**src/rtl/regs_multi_if.sv**
```systemverilog
// Register file access bundle: NRD read lanes, one write port, clear-sweep busy.
// Master drives addresses/enables/write data; slave returns read data and busy.
interface regs_multi_if #(
    parameter int DW  = 32,
    parameter int AW  = 4,
    parameter int NRD = 2
);
    logic [NRD*AW-1:0] rd_reg;
    logic [NRD-1:0]    rd_en;
    logic [NRD*DW-1:0] rd_data;
    logic [AW-1:0]     wr_reg;
    logic [DW-1:0]     wr_data;
    logic              wr_en;
    logic              busy;

    modport master (
        output rd_reg, rd_en, wr_reg, wr_data, wr_en,
        input  rd_data, busy
    );

    modport slave (
        input  rd_reg, rd_en, wr_reg, wr_data, wr_en,
        output rd_data, busy
    );
endinterface

```
**src/rtl/regs_multi.sv**
```systemverilog
// Multi-read-port register file: NRD replicated banks, broadcast write, clear sweep.
// Optional REGS_BYPASS_EN forwards same-edge write data to matching read lanes.
module regs_multi #(
    parameter int            DW      = 32,
    parameter int            AW      = 4,
    parameter int            NRD     = 2,
    parameter logic [DW-1:0] CLR_VAL = '0
) (
    input  logic        clk,
    input  logic        rst,
    regs_multi_if.slave bus
);
    localparam int DEPTH = 1 << AW;

    typedef enum logic {CLEAR, RUN} state_t;

    state_t        state, state_nx;
    logic [AW-1:0] cnt, cnt_nx;
    logic          busy_q, busy_nx;
    logic          we;
    logic          run;
    logic [AW-1:0] waddr;
    logic [DW-1:0] wdata;

    always_ff @(posedge clk) begin
        if (rst) begin
            state  <= CLEAR;
            cnt    <= '0;
            busy_q <= 1'b1;
        end else begin
            state  <= state_nx;
            cnt    <= cnt_nx;
            busy_q <= busy_nx;
        end
    end

    always_comb begin
        state_nx = state;
        cnt_nx   = cnt;
        busy_nx  = busy_q;
        we       = 1'b0;
        run      = 1'b0;
        waddr    = bus.wr_reg;
        wdata    = bus.wr_data;
        unique case (state)
            CLEAR: begin
                we     = 1'b1;
                waddr  = cnt;
                wdata  = CLR_VAL;
                cnt_nx = cnt + 1'b1;
                if (&cnt) begin
                    state_nx = RUN;
                    busy_nx  = 1'b0;
                end
            end
            RUN: begin
                run = 1'b1;
                we  = bus.wr_en;
            end
        endcase
    end

    assign bus.busy = busy_q;

    // One bank per read port; every bank sees the same write.
    for (genvar g = 0; g < NRD; g++) begin : g_bank
        logic [DW-1:0] mem [DEPTH];
        logic [DW-1:0] q;
        logic [AW-1:0] ra;

        assign ra = bus.rd_reg[g*AW +: AW];

        always_ff @(posedge clk) begin
            if (we && !rst)
                mem[waddr] <= wdata;
        end

        always_ff @(posedge clk) begin
            if (rst) begin
                q <= '0;
            end else if (run && bus.rd_en[g]) begin
`ifdef REGS_BYPASS_EN
                if (bus.wr_en && ra == bus.wr_reg)
                    q <= bus.wr_data;
                else
                    q <= mem[ra];
`else
                q <= mem[ra];
`endif
            end
        end

        assign bus.rd_data[g*DW +: DW] = q;
    end
endmodule

```
**src/flat_wrapper.sv**
```systemverilog
// flat-port wrapper written by rule: the top's interface ports become plain ports
module regs_multi_flat 
#(
    parameter int            DW      = 32,
    parameter int            AW      = 4,
    parameter int            NRD     = 2,
    parameter logic [DW-1:0] CLR_VAL = '0
)
  (clk, rst, bus_rd_reg, bus_rd_en, bus_wr_reg, bus_wr_data, bus_wr_en, bus_rd_data, bus_busy);
  regs_multi_if #(.DW(DW), .AW(AW), .NRD(NRD)) bus_i ();
  input  logic clk;
  input  logic rst;
  input wire logic [$bits(bus_i.rd_reg)-1:0] bus_rd_reg;
  input wire logic [$bits(bus_i.rd_en)-1:0] bus_rd_en;
  input wire logic [$bits(bus_i.wr_reg)-1:0] bus_wr_reg;
  input wire logic [$bits(bus_i.wr_data)-1:0] bus_wr_data;
  input wire logic [$bits(bus_i.wr_en)-1:0] bus_wr_en;
  output wire logic [$bits(bus_i.rd_data)-1:0] bus_rd_data;
  output wire logic [$bits(bus_i.busy)-1:0] bus_busy;
  assign bus_i.rd_reg = bus_rd_reg;
  assign bus_i.rd_en = bus_rd_en;
  assign bus_i.wr_reg = bus_wr_reg;
  assign bus_i.wr_data = bus_wr_data;
  assign bus_i.wr_en = bus_wr_en;
  assign bus_rd_data = bus_i.rd_data;
  assign bus_busy = bus_i.busy;
  regs_multi #(.DW(DW), .AW(AW), .NRD(NRD), .CLR_VAL(CLR_VAL)) u_core (.clk(clk), .rst(rst), .bus(bus_i));
endmodule
```
**config.mk**
```make
export PLATFORM = sky130hd
export DESIGN_NAME = regs_multi_flat
export DESIGN_NICKNAME = d
export VERILOG_FILES = /design/src/rtl/regs_multi_if.sv /design/src/rtl/regs_multi.sv /design/src/flat_wrapper.sv
export SDC_FILE = /design/constraint.sdc
export NUM_CORES = 1
export LEC_CHECK = 0
export CAP_MARGIN = 20
export CORE_MARGIN = 2
export CORE_UTILIZATION = 50
export DETAILED_ROUTE_END_ITERATION = 10
export PLACE_DENSITY = 0.81
export SLEW_MARGIN = 20
export SYNTH_ARGS = -nofsm -noshare
export SYNTH_HDL_FRONTEND = slang
export SYNTH_SLANG_ARGS = --single-unit
```
**constraint.sdc**
```tcl
create_clock -name clk -period 3.11 [get_ports clk]
set_clock_uncertainty 0.15 [all_clocks]
set_input_delay 0.622 -clock clk [delete_from_list [all_inputs] [get_ports clk]]
set_output_delay 0.622 -clock clk [all_outputs]
set_load 0.02 [all_outputs]
```
==> run_results.csv, run 1 <==
group,metric,value,unit
run_status,outcome,"completed",
global_route,grt-ovfl-total,0,
clocking,path_clk_slew,0.06,ns
power_and_ir_drop,comb_power_share,6.0,%
clocking,tritoncts.num_buffers,58,
setup_path,worst-path-max-fanout,2,
synth,postSynthCellCount,1442,
setup_path,critical_path.top_delay_family,"buffers and inverters",
worst_hold_path,hold_path_class,"flip-flop to flip-flop",
power_and_ir_drop,switchingPower,3.55,mW
setup_path,critPathMaxStageDelay,0.67,ns
setup_path,timing.critical_path.arrival,1.75,ns
synth,synth_enable_flop_cells,512,
synth,yosysTopAreaCell,"edfxtp_1",
clocking,cts_tree,"built",
timing,drv_slew,0,
timing,total_count_of_hold_check_failures_in_the_final_report,0,
route,vias_cell,6.66,
floorplanning,die_h,234,µm
floorplanning,core,52300,µm²
clocking,htreeDepth,2,
layout,drive_gt1_share,21.5,%
route,num_vias,15400,
timing,max_freq,397,MHz
job,cap_violations,0,
setup_path,timing.critical_path.cells,"clkdlybuf4s50_1",
synth,yosys_register_bits,582,
route,drc_errors,0,
clocking,cts_hold_repair.buffers,0,
synth,synth.top_cells.by_area,"edfxtp_1 (58%), mux4_1 (10%), mux4_2 (7.5%), dfxtp_1 (5.3%), mux2i_1 (5.2%)",
route,post_drt_wl_per_cell,29.2,µm
timing,setup_violations_final,0,
route,first_iter_violations,2005,
power_and_ir_drop,clkPwrFrac,43.9,%
floorplanning,total_die_area,54500,µm²
clocking,cts.sink_count,582,
clocking,clock_buffer_depth,3,
setup_path,critical_path.startpoint_type,"flip-flop",
timing,max_slew_headroom,36.4,%
clocking,clock_insertion_delay_worst_skew,0.61,ns
power_and_ir_drop,vdd.ir_drop.worst,474,µV
setup_path,critical_path.endpoint_type,"output pin",
synth,synth.yosys.seq_area_share,63.7,%
timing,min_period_over_period,81.0,%
synth,asyncSetResetFlopFracSynth,0,%
floorplanning,io_pins,114,
setup_path,critPathSlowestCell,"clkdlybuf4s50_1",
placement,gp_routability_congestion,0.810,
placement,numPortBuffers,113,
synth,mappedNetlistArea,26300,µm²
layout,antenna-diode-count,0,
setup_path,r2r_setup_slack,0.77,ns
placement,placed_cell_area,28700,µm²
floorplanning,die_outline_width,234,µm
floorplanning,start_util,50.3,%
synth,avgSynthCellArea,18.3,µm²
route,count_of_antenna_violating_nets_left_after_detailed_routing,0,
global_route,via_count_of_the_first_global_routing_pass,16100,
clocking,cts_setup_buffers,0,
clocking,postCtsResizedCells,0,
global_route,grt.total_usage,24.9,%
layout,postLayoutCellArea,30800,µm²
timing,rsz0062_at_grt,"false",
power_and_ir_drop,sequential_share_of_power,50.2,%
power_and_ir_drop,cell_internal_pwr,13.4,mW
synth,synth_top_cell_area_share,58.4,%
synth,top_reg_cell_synth,"edfxtp_1",
synth,synth.net_count,1492,
floorplanning,placementRows,84,
synth,synthTopCellsByCount,"edfxtp_1 (512), mux2i_1 (136), mux4_1 (102)",
power_and_ir_drop,p_leak,11.1,nW
setup_path,path_buf_inv,1,
layout,syn_to_final_growth,16.9,%
timing,timing_worst_slew_pin_value,0.953,ns
clocking,clock-root-buffer,"clkbuf_16",
route,dr.pass1.iters,5,
synth,post-synth-top-count-cell,"edfxtp_1",
setup_path,timing.setup.critical_path_class,"flip-flop to output pin",
synth,count_of_synthesis_stage_warnings_from_yosys,0,
placement,place.detailed.hpwl,39300,µm
synth,yosysUniqueCellTypes,34,
global_route,grt_max_degree,55,
power_and_ir_drop,powerDensity,552,nW/µm²
route,wirelength,67300,µm
power_and_ir_drop,power.share.switching,20.9,%
global_route,antenna_violations_before_repair,1,
layout,final_net_count,1621,
layout,fill_cells,3668,
setup_path,critical_path_required,2.34,ns
timing,finalSetupTns,0,ns
timing,final_critical_period,2.52,ns
global_route,grt_pass1_wl,100000,µm
power groups by stage:
stage,combinational (mW),clock (mW),sequential [mW]
6_report,1.01,7.45,8.52
5_1_grt,1.05,7.82,8.52
4_1_cts,1.01,7.53,8.52
3_5_place_dp,0.998,0,8.68
3_3_place_gp,0.976,0,8.67
2_1_floorplan,0.673,0,8.67
registers in the layout, indices dropped and copies added (netlist names):
signal             cells
u_core.g_bank.mem    512
u_core.g_bank.q       64
u_core.state           1
u_core.cnt             4
u_core.bus.busy        1
final timing paths:
kind                                       startpoint                                      to  cells after the start
hold / removal           u_core.bus.busy$_SDFFE_PP1P_            u_core.bus.busy$_SDFFE_PP1P_                      1
setup reg to reg              u_core.state$_SDFF_PP0_  u_core.g_bank[0].mem[11][31]$_DFFE_PP_                      5
hold reg to reg          u_core.bus.busy$_SDFFE_PP1P_            u_core.bus.busy$_SDFFE_PP1P_                      1
setup / recovery  u_core.g_bank[1].q[31]$_SDFFE_PP0P_                         bus_rd_data[63]                      1
per-stage QoR:
stage,instances,hold slack (ns),util (%),power [mW],setup slack [ns]
3_3_place_gp,2199,0.286,54.9,9.64,0.298
5_1_grt,2309,0.344,58.8,17.4,0.551
6_report,2309,0.305,58.8,17.0,0.590
4_1_cts,2309,0.310,58.8,17.1,0.606
2_1_floorplan,1442,0.339,-,9.34,0.0915
3_5_place_dp,2199,0.297,54.9,9.68,0.299
placed cells by master, fill, tap and decap left out, types with 7 or more instances in the layout:
cell type / instances
clkbuf_1: 8
buf_4: 45
clkinv_2: 11
clkbuf_16: 61
mux2i_1: 136
a221oi_1: 62
mux2_2: 62
a22oi_1: 66
and2_1: 34
bufinv_16: 9
clkinvlp_4: 7
nor2_4: 16
dfxtp_1: 69
o21ai_1: 10
edfxtp_1: 512
nor2_1: 10
mux4_2: 88
nand2_1: 68
mux4_1: 102
o21ai_0: 56
clkdlybuf4s50_1: 107
clkbuf_8: 8
buf_12: 30
cells by family after synthesis:
group / after synthesis / share of synthesized area (%)
AOI/OAI and AO/OA: 204 / 5.47
xor gates and xnor gates: 3 / 0.0998
adders and majority gates: 1 / 0.0475
buffers and inverters: 120 / 2.62
DFF: 582 / 63.7
muxes: 388 / 25.5
and+or+nand+nor: 144 / 2.56
area by class of cell:
type                       count  area, µm²  area share (%)
clock buffer                  75       1640            5.32
clock inverter                35        423            1.37
inverter                       3       11.3          0.0366
multi-input combinational    740       9030            29.3
sequential                   582      16800            54.5
tap                          688        861            2.80
timing repair buffer         186       2050            6.65
routing by layer:
layer  global-route usage, %  wire, µm  share of wire (%)  vias to the layer above
li1                        -         -                  -                     6356
met1                    31.5     25000                 37                     7978
met2                    43.3     34800                 52                      892
met3                    3.61      5130                7.6                      148
met4                    9.81      2410                3.6                        0
met5                       0         0                  0                        -
Note: power is estimated with default switching activity, not from simulation.
==> run 2, diff against run 1 <==
- PLACE_DENSITY: 0.81 -> 0.79
- clock period: 3.11 -> 2.55 ns (I/O delays scaled with it)
==> run 2 against run 1 <==
- non-clock buffer count up 44
- sequential power up 22%
- cell count up 1.8%
- die area unchanged
- worst setup slack worse by 0.46 ns
- sequential share of layout area down 1.0 points
- global-route usage up 0.58 points
- wire length up 2.0%
- hold slack better by 0.0066 ns
- power up 20%
- clock-buffer cell count down 4
- largest cell class unchanged
- highest routed layer unchanged
==> run_results.csv, run 2 (synthesized netlist as in run 1, its figures left out) <==
group,metric,value,unit
setup_path,path_buf_inv,1,
timing,max_slew_headroom,33.7,%
job,cap_violations,0,
timing,max_freq,413,MHz
timing,timing_worst_slew_pin_value,0.994,ns
global_route,grt.total_usage,25.5,%
timing,finalSetupTns,0,ns
route,num_vias,15500,
setup_path,timing.setup.critical_path_class,"flip-flop to output pin",
timing,setup_violations_final,0,
setup_path,critical_path.startpoint_type,"flip-flop",
power_and_ir_drop,vdd.ir_drop.worst,729,µV
clocking,htreeDepth,2,
placement,place.detailed.hpwl,43100,µm
setup_path,critical_path_required,1.89,ns
clocking,clock-root-buffer,"clkbuf_16",
global_route,grt_pass1_wl,102000,µm
layout,syn_to_final_growth,19.2,%
global_route,via_count_of_the_first_global_routing_pass,16200,
layout,drive_gt1_share,23.4,%
global_route,antenna_violations_before_repair,0,
power_and_ir_drop,p_leak,11.4,nW
global_route,grt_max_degree,33,
floorplanning,die_outline_width,234,µm
layout,final_net_count,1664,
floorplanning,placementRows,84,
layout,largest_registers_ranked_by_flip_flop_count,"u_core.g_bank.mem: 512 flops, u_core.g_bank.q: 64 flops, u_core.cnt: 4 flops",
clocking,cts_tree,"built",
timing,final.setup.worst_slack,0.127,ns
clocking,cts_setup_buffers,0,
setup_path,critPathMaxStageDelay,0.67,ns
route,dr.pass1.iters,6,
placement,numPortBuffers,113,
layout,utilization,60.0,%
setup_path,worst-path-max-fanout,2,
clocking,cts.sink_count,582,
timing,rsz0062_at_grt,"false",
setup_path,critical_path.endpoint_type,"output pin",
layout,mostFrequentLayoutCell,"edfxtp_1",
clocking,clock_buffer_depth,3,
route,count_of_antenna_violating_nets_left_after_detailed_routing,0,
layout,multiInputGateArea,9030,µm²
timing,min_period_over_period,95.0,%
floorplanning,io_pins,114,
clocking,tritoncts.num_buffers,57,
layout,mostFrequentLayoutCells,"edfxtp_1 (512), mux2i_1 (136), clkdlybuf4s50_1 (107), mux4_1 (102), mux4_2 (88)",
clocking,clock_insertion_delay_worst_skew,0.62,ns
setup_path,critPathSlowestCell,"clkdlybuf4s50_1",
route,wl_met3,5560,µm
route,vias_cell,6.60,
run_status,outcome,"completed",
global_route,grt-ovfl-total,0,
placement,placed_cells,2243,
setup_path,timing.critical_path.cells,"clkdlybuf4s50_1",
timing,total_count_of_hold_check_failures_in_the_final_report,0,
floorplanning,start_util,50.3,%
route,highest_layer,"met4",
clocking,cts_hold_repair.buffers,0,
floorplanning,die_h,234,µm
placement,pre_cts_ws,-0.0609,ns
clocking,path_clk_slew,0.06,ns
worst_hold_path,hold_path_class,"flip-flop to flip-flop",
setup_path,critical_path.top_delay_family,"buffers and inverters",
timing,final_critical_period,2.42,ns
placement,gp_routability_congestion,0.807,
route,wirelength,68700,µm
layout,largest_register_ffs,512,
route,post_drt_wl_per_cell,29.2,µm
route,routed_met2_length,34800,µm
layout,fill_cells,3625,
power_and_ir_drop,powerDensity,647,nW/µm²
floorplanning,core,52300,µm²
layout,antenna-diode-count,0,
timing,drv_slew,0,
floorplanning,total_die_area,54500,µm²
layout,finish.cell_count_without_fillers,2351,
clocking,postCtsResizedCells,0,
layout,seqCellArea,16800,µm²
route,route.layer.met1.wl,25700,µm
route,first_iter_violations,1558,
layout,largest_register,"u_core.g_bank.mem",
route,drc_errors,0,
setup_path,timing.critical_path.arrival,1.76,ns
-- run 2: cell count changes in the layout (fill, tap and decap cells not counted), sizes merged --
cell,previous run,this run
buf,77,122
clkinvlp,7,6
clkbuf,77,72
clkinv,19,24
inv,3,4
bufinv,9,6
-- run 2: routing by layer --
metal / vias up / GRT usage [%]
met3: 165 / 3.91
met4: 0 / 10.8
met2: 867 / 43.1
met1: 8041 / 32.8
li1: 6447 / -
met5: - / 0
-- run 2: report_power, final --
group          switching [mW]  internal [mW]
clock network            3.65           4.96
logic                   0.649          0.660
registers              0.0527           10.3
-- run 2: area by class of cell --
class	count	share of cell area [%]
clock buffer	71	4.98
clock inverter	37	1.14
inverter	3	0.0359
multi-input combinational	740	28.8
sequential	582	53.4
tap	688	2.74
timing repair buffer	230	8.89
-- run 2: worst paths after layout --
check,slack (ns),start,cells past startpoint,to
hold / removal,0.31,u_core.bus.busy$_SDFFE_PP1P_,1,u_core.bus.busy$_SDFFE_PP1P_
setup / recovery,0.13,u_core.g_bank[1].q[31]$_SDFFE_PP0P_,1,bus_rd_data[63]
hold reg to reg,0.31,u_core.bus.busy$_SDFFE_PP1P_,1,u_core.bus.busy$_SDFFE_PP1P_
setup reg to reg,0.29,u_core.state$_SDFF_PP0_,5,u_core.g_bank[1].mem[3][0]$_DFFE_PP_
-- run 2: through the flow --
| step | total power, mW | hold WS [ns] | cell area (µm²) |
|---|---|---|---|
| final | 20.3 | 0.311 | 31400 |
| after global routing | 20.8 | 0.344 | 31400 |
| after CTS | 20.4 | 0.308 | 31400 |
| after detailed placement | 11.9 | 0.293 | 29500 |
| after global placement | 11.8 | 0.299 | 29500 |
| after floorplan | 11.4 | 0.339 | 26300 |
